[src/rtl/dq_ch_sequencer.sv]
// dq_ch_sequencer: steps the Y/Cb/Cr channel order for each MCU of a frame and
// paces blocks from the entropy decoder into deQuant/IDCT.
// Optional feature macro: DQ_SEQ_GRAY_EN adds a 'gray' input. When the latched
// value is 1, each MCU is only its Y blocks.

`ifndef CH
`define CH 2
`endif

module dq_ch_sequencer #(
    parameter int MCU_W = 16,
    parameter int CH_W  = $clog2(`CH+1)
) (
    input  logic             clock,
    input  logic             reset,
    input  logic             start,
    input  logic [2:0]       y_per_mcu,
    input  logic [MCU_W-1:0] mcu_total,
    input  logic             blk_valid,
    input  logic             dq_ready,
`ifdef DQ_SEQ_GRAY_EN
    input  logic             gray,
`endif
    output logic             blk_ready,
    output logic [CH_W-1:0]  ch_out,
    output logic [MCU_W-1:0] mcu_idx,
    output logic             busy,
    output logic             frame_done
);

    typedef enum logic [2:0] {
        ST_IDLE,
        ST_RUN_Y,
        ST_RUN_CB,
        ST_RUN_CR,
        ST_DONE
    } state_t;

    state_t           r_state;
    logic [1:0]       r_ycnt;
    logic [MCU_W-1:0] r_mcu_idx;
    logic [2:0]       r_ypm;
    logic [MCU_W-1:0] r_mcu_total;
    logic [CH_W-1:0]  r_ch;
    logic             r_busy;
    logic             r_done;

    logic             w_run;
    logic             w_fire;
    logic [1:0]       w_ylast;
    logic             w_last_mcu;
    logic             w_gray;

`ifdef DQ_SEQ_GRAY_EN
    logic             r_gray;

    // Latched grayscale mode; cleared by reset, loaded only on an accepted start.
    always_ff @(posedge clock) begin
        if (reset) begin
            r_gray <= 1'b0;
        end else if (r_state == ST_IDLE && start) begin
            r_gray <= gray;
        end
    end

    assign w_gray = r_gray;
`else
    assign w_gray = 1'b0;
`endif

    assign w_run      = (r_state == ST_RUN_Y) || (r_state == ST_RUN_CB) || (r_state == ST_RUN_CR);
    assign blk_ready  = dq_ready && w_run;
    assign w_fire     = blk_valid && blk_ready;
    // Unsupported Y counts (0, 3, 5..7) collapse to one Y block per MCU.
    assign w_ylast    = (r_ypm == 3'd2) ? 2'd1 : (r_ypm == 3'd4) ? 2'd3 : 2'd0;
    assign w_last_mcu = (r_mcu_idx == (r_mcu_total - MCU_W'(1)));

    assign ch_out     = r_ch;
    assign mcu_idx    = r_mcu_idx;
    assign busy       = r_busy;
    assign frame_done = r_done;

    // Sequencer FSM; ch_out/busy/frame_done are registered alongside each transition.
    always_ff @(posedge clock) begin
        if (reset) begin
            r_state     <= ST_IDLE;
            r_ycnt      <= '0;
            r_mcu_idx   <= '0;
            r_ypm       <= '0;
            r_mcu_total <= '0;
            r_ch        <= '0;
            r_busy      <= 1'b0;
            r_done      <= 1'b0;
        end else begin
            case (r_state)
                ST_IDLE: begin
                    r_done <= 1'b0;
                    r_ch   <= '0;
                    if (start) begin
                        r_ypm       <= y_per_mcu;
                        r_mcu_total <= mcu_total;
                        r_ycnt      <= '0;
                        r_mcu_idx   <= '0;
                        r_busy      <= 1'b1;
                        if (mcu_total == '0) begin
                            r_state <= ST_DONE;
                            r_done  <= 1'b1;
                        end else begin
                            r_state <= ST_RUN_Y;
                        end
                    end
                end
                ST_RUN_Y: begin
                    if (w_fire) begin
                        if (r_ycnt == w_ylast) begin
                            r_ycnt <= '0;
                            if (w_gray) begin
                                // Grayscale MCU ends on its last Y block.
                                if (w_last_mcu) begin
                                    r_state <= ST_DONE;
                                    r_done  <= 1'b1;
                                end else begin
                                    r_mcu_idx <= r_mcu_idx + MCU_W'(1);
                                end
                                r_ch <= '0;
                            end else begin
                                r_state <= ST_RUN_CB;
                                r_ch    <= CH_W'(1);
                            end
                        end else begin
                            r_ycnt <= r_ycnt + 2'd1;
                        end
                    end
                end
                ST_RUN_CB: begin
                    if (w_fire) begin
                        r_state <= ST_RUN_CR;
                        r_ch    <= CH_W'(2);
                    end
                end
                ST_RUN_CR: begin
                    if (w_fire) begin
                        r_ch <= '0;
                        if (w_last_mcu) begin
                            r_state <= ST_DONE;
                            r_done  <= 1'b1;
                        end else begin
                            r_state   <= ST_RUN_Y;
                            r_mcu_idx <= r_mcu_idx + MCU_W'(1);
                        end
                    end
                end
                ST_DONE: begin
                    r_state <= ST_IDLE;
                    r_done  <= 1'b0;
                    r_busy  <= 1'b0;
                    r_ch    <= '0;
                end
                default: begin
                    r_state <= ST_IDLE;
                    r_done  <= 1'b0;
                    r_busy  <= 1'b0;
                    r_ch    <= '0;
                end
            endcase
        end
    end

endmodule
[config.mk]
export PLATFORM = sky130hd
export DESIGN_NAME = dq_ch_sequencer
export DESIGN_NICKNAME = d
export VERILOG_FILES = /design/src/rtl/dq_ch_sequencer.sv
export SDC_FILE = /design/constraint.sdc
export NUM_CORES = 1
export LEC_CHECK = 0
export CAP_MARGIN = 25
export CELL_PAD_IN_SITES_DETAIL_PLACEMENT = 0
export CELL_PAD_IN_SITES_GLOBAL_PLACEMENT = 1
export CORE_ASPECT_RATIO = 1.4
export CORE_MARGIN = 2
export CORE_UTILIZATION = 42
export DETAILED_ROUTE_END_ITERATION = 8
export PLACE_DENSITY = 0.82
export SLEW_MARGIN = 25
export SYNTH_ARGS = -nofsm -noshare
export SYNTH_HDL_FRONTEND = slang
export SYNTH_SLANG_ARGS = --single-unit
[constraint.sdc]
create_clock -name clock -period 5 [get_ports clock]
set_input_delay 1 -clock clock [delete_from_list [all_inputs] [get_ports clock]]
set_output_delay 1 -clock clock [all_outputs]
set_load 0.005 [all_outputs]
# Word-level counts from Yosys, hierarchy flattened
# Index checks and enable logic that the tools add are counted.
# op_classes
reduce_logical	17
add_sub_neg	3
bitwise_logic	2
n_eq_ne	14
mux	30
# ops
cell	n
2-to-1 mux 16 bit	3
case mux 16 bit (2 select lines)	1
2-to-1 mux 3 bit	7
2-to-1 mux 2 bit	9
adder 16 x 1 -> 16 bit (second input constant)	1
== test 16 bit	1
logical NOT 16 bit	1
subtractor 16 x 1 -> 16 bit (second input constant)	1
inequality test 2 bit (second input constant)	6
case mux 3 bit (4 select lines)	1
== test 3 x 2 -> 1 bit (second input constant)	3
AND reduction 4 bit	2
case mux 2 bit (3 select lines)	1
AND reduction 3 bit	2
2-to-1 mux 1 bit	5
AND reduction 5 bit	1
case mux 2 bit (2 select lines)	1
AND reduction 2 bit	2
nonzero test 2 bit	2
== test 3 x 1 -> 1 bit (second input constant)	1
== test 3 bit (second input constant)	1
logical NOT 3 bit	1
case mux 1 bit (3 select lines)	1
OR reduction 3 bit	1
other kinds (8)	11
# totals
input_bits	24
reg_bits	44

# Logic depth before layout (Yosys ltp)
# Gate-level depths: netlist of the first run.
# depth
ltp_word	7
depth_mapped	11
ltp_nobuf	9

# Worst setup path before layout of the first run
# Ideal clock, no wire load.
# synth_path
path_kind	register to register
from	register r_mcu_total[0]
to	register r_mcu_idx[8] (netlist: mcu_idx[8])
path_buffers	1
setup_slack_ns	2.120
synth_period_minus_slack_ns	2.880
setup_ns	0.070
required_time_ns	4.930
stages_incl_launch_ff	11
arrival_time_ns	2.810
path_cell_list	dfxtp_1 > inv_1 > ha_1 > or3b_4 > or4_4 > o311a_4 > o22ai_4 > nor4b_4 > buf_6 > or4_1 > a21oi_1
# synth_between
elab_chain_len	4
# synth_rtl
element	line_no	rtl
start, declared	43	logic [MCU_W-1:0] r_mcu_total;
start signal, assigned	101	r_mcu_total <= mcu_total;
subtractor 16 x 1 -> 16 bit	76	assign w_last_mcu = (r_mcu_idx == (r_mcu_total - MCU_W'(1)));
== test 16 bit	76	
inequality test 2 bit (no line)	n/a	
AND reduction 4 bit (no line)	n/a	
end signal, assigned	123	r_mcu_idx <= r_mcu_idx + MCU_W'(1);
end signal, assigned	149	r_mcu_idx <= r_mcu_idx + MCU_W'(1);
end, declared	41	logic [MCU_W-1:0] r_mcu_idx;
# No other way between the ends.
# A chain may end at the register's enable or synchronous reset.

# Final worst setup path of the first run
# layout_path
from	register r_mcu_total[0]
to	register r_mcu_idx[3] (netlist: mcu_idx[3])
# Same word-level chain as after synthesis.

==> flow_summary.ini, run 1 <==
[pwr]
power_density_mw_per_mm2 = 389.9
p_leak_uw = 0.001110
seq_pwr_share = 0.363
netSwitchingFraction = 0.3548
power.share.combinational = 0.385
peakVddDrop_mv = 0.2001
fin_total_pwr_uw = 1264
power_frac_clock = 0.252
power_switching_uw = 448.6
power_report.internal_total_uw = 815.8

[timing]
finalCriticalPeriod_ns = 3.218
post-route-period-util = 0.6435
final.setup_skew_ns = 0.004477
final.setup.tns_ns = 0
fmax_mhz = 310.8
finalWorstSetupSlack_ns = 1.782
slew_headroom = 0.5166
rsz_0062_raised_after_global_routing = false
slew_violations = 0
whs_ns = 0.4751
slew_at_the_pin_closest_to_its_max_slew_limit_ns = 0.7221
final-hold-violation-count = 0
setup_viol_count_final = 0

[cts]
cts.repair.resized = 0
clock_latency_ns = 0.30
clock-sinks = 44
cts_made_buffers = 5
cts_tree = done
root_buffer = clkbuf_8
htree_num_levels = 2
cts_hold_buf = 0
max-clock-path-buffers = 2
cts_setup_buffers = 0
clk_transition_reported_paths_ns = 0.08

[hold_path]
hold_path.class = reg -> reg

[floorplanning]
die_height_um = 98.08
floorplan.io_pins = 45
floorplan.die.width_um = 71.20
die-area_mm2 = 0.006982
core_area_mm2 = 0.006168
initial_utilization = 0.4304
placementRows = 34

[yosys]
yosys_register_bits = 44
syn_inst = 337
synth_sequential_area_ratio = 0.3318
post_synth_num_cell_types = 56
number_of_warnings_printed_during_yosys_synthesis = 0
synth_top_cells_by_area = dfxtp_1 (33%), nand2_1 (7.8%), a21oi_1 (7.2%)
post_synth.cell_area_avg_um2 = 7.878
area_share_of_the_largest_cell_type_after_synthesis = 0.3318
ys.flop_type = dfxtp_1
async_reset_ff_frac = 0
syn_nets = 363
number_of_enable_type_register_cells_in_the_synthesized_netlist = 0
syn_area_mm2 = 0.002655
post-synth-top-area-cell = dfxtp_1

[detailed_routing]
first_pass_iters = 4
final_antenna_net_count = 0
drt_iter0_markers = 60
drt-wirelength-per-cell_um = 15.13
drt-total-wl_um = 6732
drc = 0
via_count = 2552
routed_via_density = 5.735

[critical_path]
timing.critical_path.mode_cell = a21oi_1
worst_ep_required_time_ns = 5.16
cp_data_arrival_time_ns = 3.38
startpoint_type = register
path_delay_family = simple AND/OR/NAND/NOR gates
timing.critical_path.cells = inv_1, ha_1, or3b_4, or4_4, a21oi_1, o22ai_4, nor4b_4, buf_6, or3_1, a21oi_1
crit_fanout = 17
crit_path_max_incr_delay_ns = 0.68
worst-r2r-setup-slack_ns = 1.78
critPathSlowestCell = nor4b_4
path_class = reg -> reg
endpoint_kind = register
crit_buf_inv = 2

[placement]
pre_cts_slack_ns = 1.654
placer_s_final_routability_congestion_estimate = 0.8662
port-buffer-count = 44
detailedPlacementHpwl_um = 5139

[flow_run]
cap_viol_max_count = 0

[global_routing]
grtUsageMet2 = 0.3561
gr_met1_demand_resource = 0.2473
global_routing_s_busiest_layer = met2
grt_max_degree = 31
via_count_of_the_first_global_routing_pass = 2463
grt_first_pass_wirelength_um = 11400
grt_antenna_before_repair = 0
overflow = 0
grt_usage = 0.2006
global_route.usage.met3 = 0.02580

[cells_and_area]
layout.cells.most_common = nand2_1
layout.core_utilization = 0.5258
areaGrowthSynthToFinish_pct = 22.15
fillCellCount = 627
layout.cells.most_common_list = nand2_1 (55), dfxtp_1 (44), clkdlybuf4s50_1 (44)
number_of_inserted_diodes = 0
post_layout_net_count = 399
drive_gt1_frac = 0.05630

[status]
outcome = finished clean
[worst reg2reg max path, stage by stage, from the launching register on]
cell and delay, ns:
dfxtp_1 0.36, inv_1 0.07, ha_1 0.22, or3b_4 0.42, or4_4 0.51, a21oi_1 0.29, o22ai_4 0.12, nor4b_4 0.68
buf_6 0.25, or3_1 0.12, a21oi_1 0.05
[power by group through the flow]
stage | logic (uW) | registers (uW) | clock network, uW
2_1_floorplan | 390 | 438 | 0
3_3_place_gp | 481 | 465 | 0
3_5_place_dp | 487 | 467 | 0
4_1_cts | 490 | 459 | 326
5_1_grt | 546 | 468 | 337
6_report | 486 | 459 | 319
[stage by stage]
stage / instance area, um^2 / cells
CTS: 3243 / 445
detailed placement: 3114 / 438
global route: 3243 / 445
finish: 3243 / 445
global placement: 3103 / 437
floorplan: 2655 / 337
[registers in the layout (all words and copies together), names as in the netlist]
register     flops
r_state          3
r_mcu_total     16
r_ycnt           2
r_ypm            3
busy             1
mcu_idx         16
ch_out           2
frame_done       1
[worst paths after layout]
kind / start / end / cells past startpoint
worst max-delay path: r_mcu_total[0]$_SDFFE_PP0P_ / mcu_idx[3]$_SDFFE_PP0P_ / 10
worst min-delay path: r_mcu_total[15]$_SDFFE_PP0P_ / r_mcu_total[15]$_SDFFE_PP0P_ / 2
worst max register to register: r_mcu_total[0]$_SDFFE_PP0P_ / mcu_idx[3]$_SDFFE_PP0P_ / 10
worst min register to register: r_mcu_total[15]$_SDFFE_PP0P_ / r_mcu_total[15]$_SDFFE_PP0P_ / 2
[synth_stat cells, types with 3 or more instances]
cell type  number
xor2_1          7
buf_6           4
nand3_1         8
nor4_1          8
inv_1           6
nor2_1         20
nand4_1         6
mux2i_1         3
o31ai_1         4
or3_1           9
nor3b_1         4
or4_1          12
clkbuf_1       13
o21ai_1         4
nand2b_1        6
a21oi_1        38
o21ai_0         8
a211oi_1        5
nor3_1         11
o211ai_1        5
xnor2_1        10
nand2_1        55
dfxtp_1        44
and2_1          3
and3_1          4
[layer usage]
metal | part of all wire | vias up
met5 | 0 | -
met4 | 0.014 | 0
met3 | 0.027 | 7
met2 | 0.50 | 49
met1 | 0.46 | 1192
li1 | - | 1304
[logic make-up after synthesis]
family | after synthesis | share of synthesized area
xor gates and xnor gates | 17 | 0.05608
DFF | 44 | 0.3318
muxes | 4 | 0.01555
and+or+nand+nor | 166 | 0.3426
AOI/OAI and AO/OA | 80 | 0.1993
adders and majority gates | 2 | 0.009424
buffers and inverters | 24 | 0.04524
[layout make-up]
class | instances | area [um^2] | area share
multi-input cells | 269 | 1654 | 0.5100
inverters | 6 | 22.52 | 0.006944
clock buffers | 5 | 68.82 | 0.02122
flip-flops and latches | 44 | 880.8 | 0.2716
repair buffers | 47 | 466.7 | 0.1439
well taps | 72 | 90.09 | 0.02778
clock inverters | 2 | 60.06 | 0.01852
No activity file was read; power rests on OpenSTA's default activity.
==> inputs of run 2 (changes only) <==
- CORE_UTILIZATION: 42 -> 35
- PLACE_DENSITY: 0.82 -> 0.73
- clock period: 5 -> 2.9 ns (I/O delays scaled with it)
==> run 2 against run 1 <==
The flow now finishes with violations (negative setup slack). Highest routed layer unchanged. Count of clock-buffer cells in the layout up 1. Utilization down 6.0 points. Clock skew about the same. Register-to-register slack worse by 1.8 ns. Setup slack worse by 1.8 ns. Fmax up 11%. Sequential power up 70%. First-iteration DRC count up 32%. Cell area up 5.7%. Hold slack better by 0.0025 ns.
==> flow_summary.ini, run 2 (synthesis gave the netlist of run 1 again) <==
[status]
failed_checks = negative setup slack
outcome = finished, violations left

[timing]
rsz_0062_raised_after_global_routing = true
final.setup.tns_ns = -0.01111
setup_viol_count_final = 2
finalWorstSetupSlack_ns = -0.006359
slew_headroom = 0.6392
slew_violations = 0
post-route-period-util = 1.002
finalCriticalPeriod_ns = 2.906
final-hold-violation-count = 0
slew_at_the_pin_closest_to_its_max_slew_limit_ns = 0.5371
fmax_mhz = 344.1
whs_ns = 0.4776
final.setup_skew_ns = 0.004016

[cts]
max-clock-path-buffers = 2
cts_setup_buffers = 0
cts_made_buffers = 5
cts_hold_buf = 0
cts_tree = done
clock_latency_ns = 0.31
htree_num_levels = 2
clk_transition_reported_paths_ns = 0.08
root_buffer = clkbuf_8
clock-sinks = 44

[pwr]
power_switching_uw = 816.0
power_report.internal_total_uw = 1379
peakVddDrop_mv = 0.2870
netSwitchingFraction = 0.3718
power_density_mw_per_mm2 = 640.4
seq_pwr_share = 0.355
power_frac_clock = 0.217
p_leak_uw = 0.001200
power.share.combinational = 0.428

[global_routing]
grt_max_degree = 25
grt_usage = 0.1794
via_count_of_the_first_global_routing_pass = 2514
overflow = 0
grt_first_pass_wirelength_um = 11920
grt_antenna_before_repair = 0

[cells_and_area]
finish.cell_count_without_fillers = 490
areaGrowthSynthToFinish_pct = 29.08
post_layout_net_count = 418
layout.core_utilization = 0.4656
layout.cells.most_common = nand2_1
number_of_inserted_diodes = 0
fillCellCount = 769
layout.cells.most_common_list = nand2_1 (55), clkdlybuf4s50_1 (44), dfxtp_1 (43)
drive_gt1_frac = 0.1120

[floorplanning]
placementRows = 37
floorplan.die.width_um = 77.61
die-area_mm2 = 0.008309
floorplan.io_pins = 45
initial_utilization = 0.3607
core_area_mm2 = 0.007361
die_height_um = 107.1

[hold_path]
worstHoldPathCells = 2
hold_path.class = reg -> reg

[critical_path]
worst_ep_required_time_ns = 3.14
endpoint_kind = register
path_class = reg -> reg
startpoint_type = register
crit_fanout = 24
cp_data_arrival_time_ns = 3.15
r2r.worst_path.cells = 11

[detailed_routing]
routed_via_density = 5.412
first_pass_iters = 4
via_count = 2652
drt-wirelength-per-cell_um = 14.59
drc = 0
drt_iter0_markers = 79
final_antenna_net_count = 0
drt-total-wl_um = 7147

[placement]
port-buffer-count = 44
detailedPlacementHpwl_um = 5486
placer_s_final_routability_congestion_estimate = 0.8245
dp_cells = 482

[flow_run]
cap_viol_max_count = 0
-- run 2: power by group through the flow --
stage          logic [uW]  clock network, uW  registers, uW
2_1_floorplan         673                  0            756
3_3_place_gp          928                  0            788
3_5_place_dp          930                  0            791
4_1_cts               938                489            776
5_1_grt              1030                506            794
6_report              939                477            779
-- run 2: area by class of cell --
class                           instances  area, um^2  area share
Clock inverter                          2       35.03     0.01022
Multi-Input combinational cell        269        1675      0.4889
Timing Repair Buffer                   66       618.1      0.1804
Inverter                                6       22.52    0.006572
Tap cell                               97       121.4     0.03541
Sequential cell                        44       882.1      0.2574
Clock buffer                            6       72.57     0.02118
-- run 2: final timing paths --
check	startpoint	to	slack, ns
hold / removal	busy$_SDFFE_PP0P_	busy$_SDFFE_PP0P_	0.48
setup reg to reg	r_mcu_total[0]$_SDFFE_PP0P_	mcu_idx[13]$_SDFFE_PP0P_	-0.006
setup / recovery	r_mcu_total[0]$_SDFFE_PP0P_	mcu_idx[13]$_SDFFE_PP0P_	-0.006
hold reg to reg	busy$_SDFFE_PP0P_	busy$_SDFFE_PP0P_	0.48
-- run 2: what timing repair did --
item / 4_1_cts / 5_1_grt
gates resized for setup: 1 / 4
endpoints found under the hold margin: 0 / 0
pin swaps: 2 / 2
endpoints found under the setup margin: 7 / 12
-- run 2: metal layers --
metal | track usage | share of wire
met5 | 0 | 0
met4 | 0.06505 | 0.018
met3 | 0.02946 | 0.028
met2 | 0.3202 | 0.51
met1 | 0.2137 | 0.45
-- run 2: critical path, stage by stage, from the launching register on --
cell and delay, ns:
dfxtp_2 0.32, inv_1 0.05, ha_1 0.15, or3b_4 0.39, or4_4 0.51, o311a_4 0.34
o22ai_4 0.19, nor4b_4 0.08, buf_12 0.16, buf_4 0.15, or3_1 0.36, a21oi_2 0.13
-- run 2: metrics by stage --
stage / area [um^2] / power, uW / setup WS [ns]
3_5_place_dp: 3297 / 1721 / -0.06668
2_1_floorplan: 2655 / 1429 / 0.01999
4_1_cts: 3411 / 2203 / -0.01986
5_1_grt: 3427 / 2331 / -0.1160
6_report: 3427 / 2195 / -0.006359
3_3_place_gp: 3297 / 1717 / -0.03036
